## src/rtl/fp_mul_unpack_pipe_if.sv

```systemverilog
// Operand/result bundle for fp_mul_unpack_pipe. exp_sat exists only when FP_MUL_SAT_EN is defined.
interface fp_mul_unpack_pipe_if;
    logic        valid;
    logic [30:0] float_in_a;
    logic [30:0] float_in_b;
    logic [30:0] float_in_2;
    logic [47:0] M_out_mul;
    logic [7:0]  E_out_mul;
    logic [30:0] float_out_2;
    logic        ready;
`ifdef FP_MUL_SAT_EN
    logic        exp_sat;

    modport master (
        output valid, float_in_a, float_in_b, float_in_2,
        input  M_out_mul, E_out_mul, float_out_2, ready, exp_sat
    );
    modport slave (
        input  valid, float_in_a, float_in_b, float_in_2,
        output M_out_mul, E_out_mul, float_out_2, ready, exp_sat
    );
`else
    modport master (
        output valid, float_in_a, float_in_b, float_in_2,
        input  M_out_mul, E_out_mul, float_out_2, ready
    );
    modport slave (
        input  valid, float_in_a, float_in_b, float_in_2,
        output M_out_mul, E_out_mul, float_out_2, ready
    );
`endif
endinterface

```

## src/rtl/fp_mul_unpack_pipe.sv

```systemverilog
// Unpack two sign-less floats, form the exact 24x24 mantissa product and unbiased exponent sum.
// Optional FP_MUL_SAT_EN clamps the exponent to [-126,127] and reports it on exp_sat.
module fp_mul_unpack_pipe #(
    parameter int PIPE_STAGES = 2
) (
    input  logic                  clk,
    input  logic                  rst,
    fp_mul_unpack_pipe_if.slave   bus
);

    typedef struct packed {
        logic [23:0]       ma;
        logic [23:0]       mb;
        logic signed [9:0] esum;
        logic              zero;
        logic [30:0]       side;
        logic              vld;
    } unp_t;

    typedef struct packed {
        logic [35:0]       pp_lo;
        logic [35:0]       pp_hi;
        logic signed [9:0] esum;
        logic              zero;
        logic [30:0]       side;
        logic              vld;
    } prod_t;

    // Product split on operand B: low 12 bits and high 12 bits, recombined at the output stage.
    function automatic prod_t split_mul(input unp_t u);
        prod_t p;
        p.pp_lo = {12'b0, u.ma} * {24'b0, u.mb[11:0]};
        p.pp_hi = {12'b0, u.ma} * {24'b0, u.mb[23:12]};
        p.esum  = u.esum;
        p.zero  = u.zero;
        p.side  = u.side;
        p.vld   = u.vld;
        return p;
    endfunction

    function automatic logic [7:0] exp_out(input logic signed [9:0] s, input logic z);
        if (z) return 8'h00;
`ifdef FP_MUL_SAT_EN
        if (s > 10'sd127)  return 8'h7F;
        if (s < -10'sd126) return 8'h82;
`endif
        return s[7:0];
    endfunction

`ifdef FP_MUL_SAT_EN
    function automatic logic exp_clamped(input logic signed [9:0] s, input logic z);
        return !z && ((s > 10'sd127) || (s < -10'sd126));
    endfunction
`endif

    unp_t  unp_d;
    prod_t tail;

    always_comb begin
        unp_d      = '0;
        unp_d.ma   = {1'b1, bus.float_in_a[22:0]};
        unp_d.mb   = {1'b1, bus.float_in_b[22:0]};
        unp_d.esum = $signed({2'b00, bus.float_in_a[30:23]})
                   + $signed({2'b00, bus.float_in_b[30:23]}) - 10'sd254;
        unp_d.zero = (bus.float_in_a[30:23] == 8'h00) || (bus.float_in_b[30:23] == 8'h00);
        unp_d.side = bus.float_in_2;
        unp_d.vld  = bus.valid;
    end

    if (PIPE_STAGES == 1) begin : g_direct
        assign tail = split_mul(unp_d);
    end else begin : g_staged
        // Stage 1: unpacked mantissas, exponent sum, side operand
        unp_t unp_p1_q;
        always_ff @(posedge clk or posedge rst) begin
            if (rst) unp_p1_q <= '0;
            else     unp_p1_q <= unp_d;
        end

        if (PIPE_STAGES == 2) begin : g_two
            assign tail = split_mul(unp_p1_q);
        end else begin : g_deep
            // Stage 2: registered partial products; later stages only delay them
            prod_t pp_p2_q [PIPE_STAGES-2];
            always_ff @(posedge clk or posedge rst) begin
                if (rst) begin
                    for (int i = 0; i < PIPE_STAGES-2; i++) pp_p2_q[i] <= '0;
                end else begin
                    pp_p2_q[0] <= split_mul(unp_p1_q);
                    for (int i = 1; i < PIPE_STAGES-2; i++) pp_p2_q[i] <= pp_p2_q[i-1];
                end
            end
            assign tail = pp_p2_q[PIPE_STAGES-3];
        end
    end

    logic [47:0] m_d, m_q;
    logic [7:0]  e_d, e_q;
    logic [30:0] side_q;
    logic        rdy_q;
`ifdef FP_MUL_SAT_EN
    logic        sat_d, sat_q;
`endif

    always_comb begin
        m_d = tail.zero ? 48'h0 : ({12'b0, tail.pp_lo} + {tail.pp_hi, 12'b0});
        e_d = exp_out(tail.esum, tail.zero);
`ifdef FP_MUL_SAT_EN
        sat_d = exp_clamped(tail.esum, tail.zero);
`endif
    end

    // Final stage: outputs load only on a live tag, otherwise hold
    always_ff @(posedge clk or posedge rst) begin
        if (rst) begin
            m_q    <= '0;
            e_q    <= '0;
            side_q <= '0;
            rdy_q  <= 1'b0;
`ifdef FP_MUL_SAT_EN
            sat_q  <= 1'b0;
`endif
        end else begin
            rdy_q <= tail.vld;
            if (tail.vld) begin
                m_q    <= m_d;
                e_q    <= e_d;
                side_q <= tail.side;
`ifdef FP_MUL_SAT_EN
                sat_q  <= sat_d;
`endif
            end
        end
    end

    assign bus.M_out_mul   = m_q;
    assign bus.E_out_mul   = e_q;
    assign bus.float_out_2 = side_q;
    assign bus.ready       = rdy_q;
`ifdef FP_MUL_SAT_EN
    assign bus.exp_sat     = sat_q;
`endif

endmodule

```

## src/flat_wrapper.sv

```systemverilog
// flat-port wrapper written by rule: the top's interface ports become plain ports
module fp_mul_unpack_pipe_flat 
#(
    parameter int PIPE_STAGES = 2
)
  (clk, rst, bus_valid, bus_float_in_a, bus_float_in_b, bus_float_in_2, bus_M_out_mul, bus_E_out_mul, bus_float_out_2, bus_ready);
  fp_mul_unpack_pipe_if bus_i ();
  input  logic clk;
  input  logic rst;
  input wire logic [$bits(bus_i.valid)-1:0] bus_valid;
  input wire logic [$bits(bus_i.float_in_a)-1:0] bus_float_in_a;
  input wire logic [$bits(bus_i.float_in_b)-1:0] bus_float_in_b;
  input wire logic [$bits(bus_i.float_in_2)-1:0] bus_float_in_2;
  output wire logic [$bits(bus_i.M_out_mul)-1:0] bus_M_out_mul;
  output wire logic [$bits(bus_i.E_out_mul)-1:0] bus_E_out_mul;
  output wire logic [$bits(bus_i.float_out_2)-1:0] bus_float_out_2;
  output wire logic [$bits(bus_i.ready)-1:0] bus_ready;
  assign bus_i.valid = bus_valid;
  assign bus_i.float_in_a = bus_float_in_a;
  assign bus_i.float_in_b = bus_float_in_b;
  assign bus_i.float_in_2 = bus_float_in_2;
  assign bus_M_out_mul = bus_i.M_out_mul;
  assign bus_E_out_mul = bus_i.E_out_mul;
  assign bus_float_out_2 = bus_i.float_out_2;
  assign bus_ready = bus_i.ready;
  fp_mul_unpack_pipe #(.PIPE_STAGES(PIPE_STAGES)) u_core (.clk(clk), .rst(rst), .bus(bus_i));
endmodule
```

## config.mk

```make
export PLATFORM = sky130hd
export DESIGN_NAME = fp_mul_unpack_pipe_flat
export DESIGN_NICKNAME = d
export VERILOG_FILES = /design/src/rtl/fp_mul_unpack_pipe_if.sv /design/src/rtl/fp_mul_unpack_pipe.sv /design/src/flat_wrapper.sv
export SDC_FILE = /design/constraint.sdc
export NUM_CORES = 2
export LEC_CHECK = 0
export CAP_MARGIN = 5
export CORE_ASPECT_RATIO = 2
export CORE_MARGIN = 3
export CORE_UTILIZATION = 60
export DETAILED_ROUTE_END_ITERATION = 7
export PLACE_DENSITY = 0.89
export SKIP_LAST_GASP = 1
export SYNTH_ARGS = -nofsm -noshare
export SYNTH_HDL_FRONTEND = slang
export SYNTH_SLANG_ARGS = --single-unit
```

## constraint.sdc

```tcl
create_clock -name clk -period 25.2 [get_ports clk]
set_input_delay 2.52 -clock clk [delete_from_list [all_inputs] [get_ports clk]]
set_output_delay 2.52 -clock clk [all_outputs]
set_load 0.005 [all_outputs]
```

==> flow_metrics.tcl <==
set metrics [dict create \
    row_count 103 \
    routed_via_density 5.88 \
    cts-buffers-inserted 17 \
    cts_max_path_bufs 2 \
    netlist.top_cell.by_area "sky130_fd_sc_hd__fa_1" \
    synthDominantCellAreaShare 0.386 \
    layout.area.seq_um2 4400 \
    io_pins 184 \
    grt_use_total 0.315 \
    yosysMostFrequentCell "sky130_fd_sc_hd__inv_1" \
    synth_warnings 0 \
    sequential_fraction_of_the_synthesis_area 0.182 \
    ctsHtreeMaxLevel 4 \
    rsz0062_at_grt "no" \
    cts.clk_slew.worst_paths_ps 80 \
    initial_standard_cell_utilization_of_the_core 0.609 \
    area.growth.synth_to_final_pct 11.7 \
    yosysUniqueCellTypes 62 \
    dp_hpwl_um 50900 \
    failed_checks "design-rule violations" \
    worstHoldStart "u_core.g_staged.unp_p1_q[35]$_DFF_PP0_" \
    synthTopCellsByArea "sky130_fd_sc_hd__fa_1 39%, sky130_fd_sc_hd__dfrtp_1 18%, sky130_fd_sc_hd__ha_1 8.7%" \
    outcome "finished, violations left" \
    final.fill_count 2872 \
    post_cts_setup_buffers 0 \
    ys_dominant_reg_cell "sky130_fd_sc_hd__dfrtp_1" \
    maximum_number_of_pins_on_one_net_before_global_route_repair 106 \
    worst_hold_slack_ps 470 \
    most_prevalent_standard_cell_on_the_critical_path "sky130_fd_sc_hd__fa_1" \
    drt_iter0_drc 1314 \
    clock_insertion_delay_worst_skew_ps 480 \
    globalRouteOverflowTotal 0 \
    worstPathArrival_ps 10250 \
    reg2reg_depth 32 \
    fmax_ghz 0.101 \
    fin_worst_skew_ps 36.0 \
    critical_path_class "reg -> reg" \
    antenna_left 0 \
    fp.dieH_um 290 \
    timing.critical_path.max_delay_family "adder cells" \
    gp_routability_congestion 0.932 \
    clock_sink_count 176 \
    synthesis.nets 3229 \
    wl_final_um 65100 \
    final.min_clock_period_ps 9910 \
    buffer_and_inverter_count_on_the_worst_path 4 \
    layout.core_utilization 0.681 \
    drtPass1Iterations 8 \
    worst_hold_path.num_cells 1 \
    worst_setup_path_end_kind "register" \
    final-hold-violation-count 0 \
    min_period_over_period 0.393 \
    finalInstanceArea_um2 27000 \
    number_of_antenna_violations_at_the_first_check_in_global_routing 1 \
    worstPathRequired_ps 25550 \
    placement.io_buffers 183 \
    grt_first_pass_wirelength_um 105000 \
    drv_slew 0 \
    drive_gt1_frac 0.0379 \
    crit-reg2reg-launch "u_core.g_staged.unp_p1_q[74]$_DFF_PP0_" \
    fp.dieArea_um2 42900 \
    post_cts.resized_instances 0 \
    startpoint_type "register" \
    fin_tns_setup_ps 0 \
    min-delay-path-class "reg -> reg" \
    mappedNetlistArea_um2 24200 \
    multiInputGateArea_um2 17400 \
    tightest_slew_ps 1270 \
    postPlaceCellArea_um2 26400 \
    synth_commonest_cells "517 x sky130_fd_sc_hd__inv_1, 466 x sky130_fd_sc_hd__fa_1, 463 x sky130_fd_sc_hd__nand2_1" \
    number_of_vias_after_detailed_routing 18447 \
    final_nets 3331 \
    critical_path.slowest_cell "sky130_fd_sc_hd__dfrtp_1" \
    drt_drc_violations_left 2 \
    post_synth.cell_area_avg_um2 9.68 \
    synth_edf_count 0 \
    synthCells 2498 \
    report.final.setup_viol 0 \
    core_um2 39700 \
    hold_buffers 0 \
    cap_viol_max_count 0 \
    postSynth.asyncResetShare 1.00 \
    critical_path.max_stage_delay_ps 960 \
    die_width_um 148 \
    worstReg2RegEnd "u_core.bus.M_out_mul[46]$_DFFE_PP0P_" \
    regToRegSetupSlack_ps 15290 \
    ys_seq_elements 176 \
    path_max_fanout 24 \
    avg_wl_per_cell_um 20.7 \
    timing.critical_path.from "u_core.g_staged.unp_p1_q[74]$_DFF_PP0_" \
    clk_root_buffer_cell "sky130_fd_sc_hd__clkbuf_16" \
    clock_tree_from_tritoncts "done" \
    whs_endpoint "u_core.bus.E_out_mul[2]$_DFFE_PP0P_" \
    grt_pass1_vias 20882 \
    max-slew-margin-rel 0.149 \
]
==> logic make-up (layout without fill, tap and decap cells) <==
kind of cell,after synthesis,in the layout,share of synthesized area
buf+inv,633,747,0.0982
fa+ha+maj,635,635,0.473
other cells,1,3,0.000155
flops,176,176,0.182
compound gates,227,227,0.0687
xor+xnor,76,76,0.0278
mux,32,32,0.0148
simple gates,718,718,0.135
==> sequential cells by signal (all words and copies together), names as in the netlist <==
signal	flops
u_core.bus.M_out_mul	48
u_core.bus.E_out_mul	8
u_core.g_staged.unp_p1_q	88
u_core.bus.float_out_2	31
u_core.bus.ready	1
==> metal layers <==
| layer | track usage | wire (um) | vias to the layer above |
|---|---|---|---|
| met2 | 0.564 | 35200 | 1000 |
| li1 | - | - | 7728 |
| met4 | 0.251 | 6550 | 0 |
| met3 | 0.0461 | 3930 | 428 |
| met1 | 0.319 | 19400 | 9291 |
| met5 | 0 | 0 | - |
==> how the worst max path moves through the flow <==
stage                                           end  slack [ps]  depth (start not counted)
6_report       u_core.bus.M_out_mul[46]$_DFFE_PP0P_       15290                         32
5_1_grt        u_core.bus.M_out_mul[46]$_DFFE_PP0P_       14900                         32
4_1_cts        u_core.bus.M_out_mul[40]$_DFFE_PP0P_       15450                         31
3_5_place_dp   u_core.bus.M_out_mul[40]$_DFFE_PP0P_       15490                         31
3_3_place_gp   u_core.bus.M_out_mul[40]$_DFFE_PP0P_       15720                         31
2_1_floorplan  u_core.bus.M_out_mul[40]$_DFFE_PP0P_       16450                         32
==> layout make-up <==
type,count,area share
flip-flops and latches,176,0.163
well taps,525,0.0243
diodes,2,0.000185
repair buffers,199,0.0722
inverters,517,0.0720
clock inverters,14,0.00787
clock buffers,17,0.0157
multi-input cells,1689,0.645
==> stage by stage <==
step           cells  worst slack [ps]
6_report        3139             15290
5_1_grt         3138             14900
4_1_cts         3137             15450
3_5_place_dp    3106             15490
3_3_place_gp    3106             15720
2_1_floorplan   2498             16450
==> cells in the final DEF (no fill, tap or decap), types with 5 or more instances in the layout <==
cell type	n
sky130_fd_sc_hd__clkinv_8	5
sky130_fd_sc_hd__a21oi_1	62
sky130_fd_sc_hd__fa_1	466
sky130_fd_sc_hd__nor2b_1	8
sky130_fd_sc_hd__o21a_1	8
sky130_fd_sc_hd__inv_1	515
sky130_fd_sc_hd__a21o_1	18
sky130_fd_sc_hd__a31oi_1	5
sky130_fd_sc_hd__o21bai_1	13
sky130_fd_sc_hd__nand4_1	9
sky130_fd_sc_hd__a22o_1	47
sky130_fd_sc_hd__nand2_1	463
sky130_fd_sc_hd__o21ai_0	24
sky130_fd_sc_hd__clkdlybuf4s50_1	183
sky130_fd_sc_hd__dfrtp_1	176
sky130_fd_sc_hd__clkbuf_16	17
sky130_fd_sc_hd__and2_1	164
sky130_fd_sc_hd__nor2_1	26
sky130_fd_sc_hd__xor2_1	24
sky130_fd_sc_hd__o211ai_1	9
sky130_fd_sc_hd__nand3_1	10
sky130_fd_sc_hd__mux2_2	31
sky130_fd_sc_hd__and3_1	7
sky130_fd_sc_hd__xnor2_1	51
sky130_fd_sc_hd__nor3_1	9
sky130_fd_sc_hd__o21ai_1	5
sky130_fd_sc_hd__ha_1	169
sky130_fd_sc_hd__nand2b_1	8
sky130_fd_sc_hd__buf_4	16
Power is left out: the tool's default activity adds up to more than one toggle a clock period on the data nets, which glitch-free logic cannot reach.
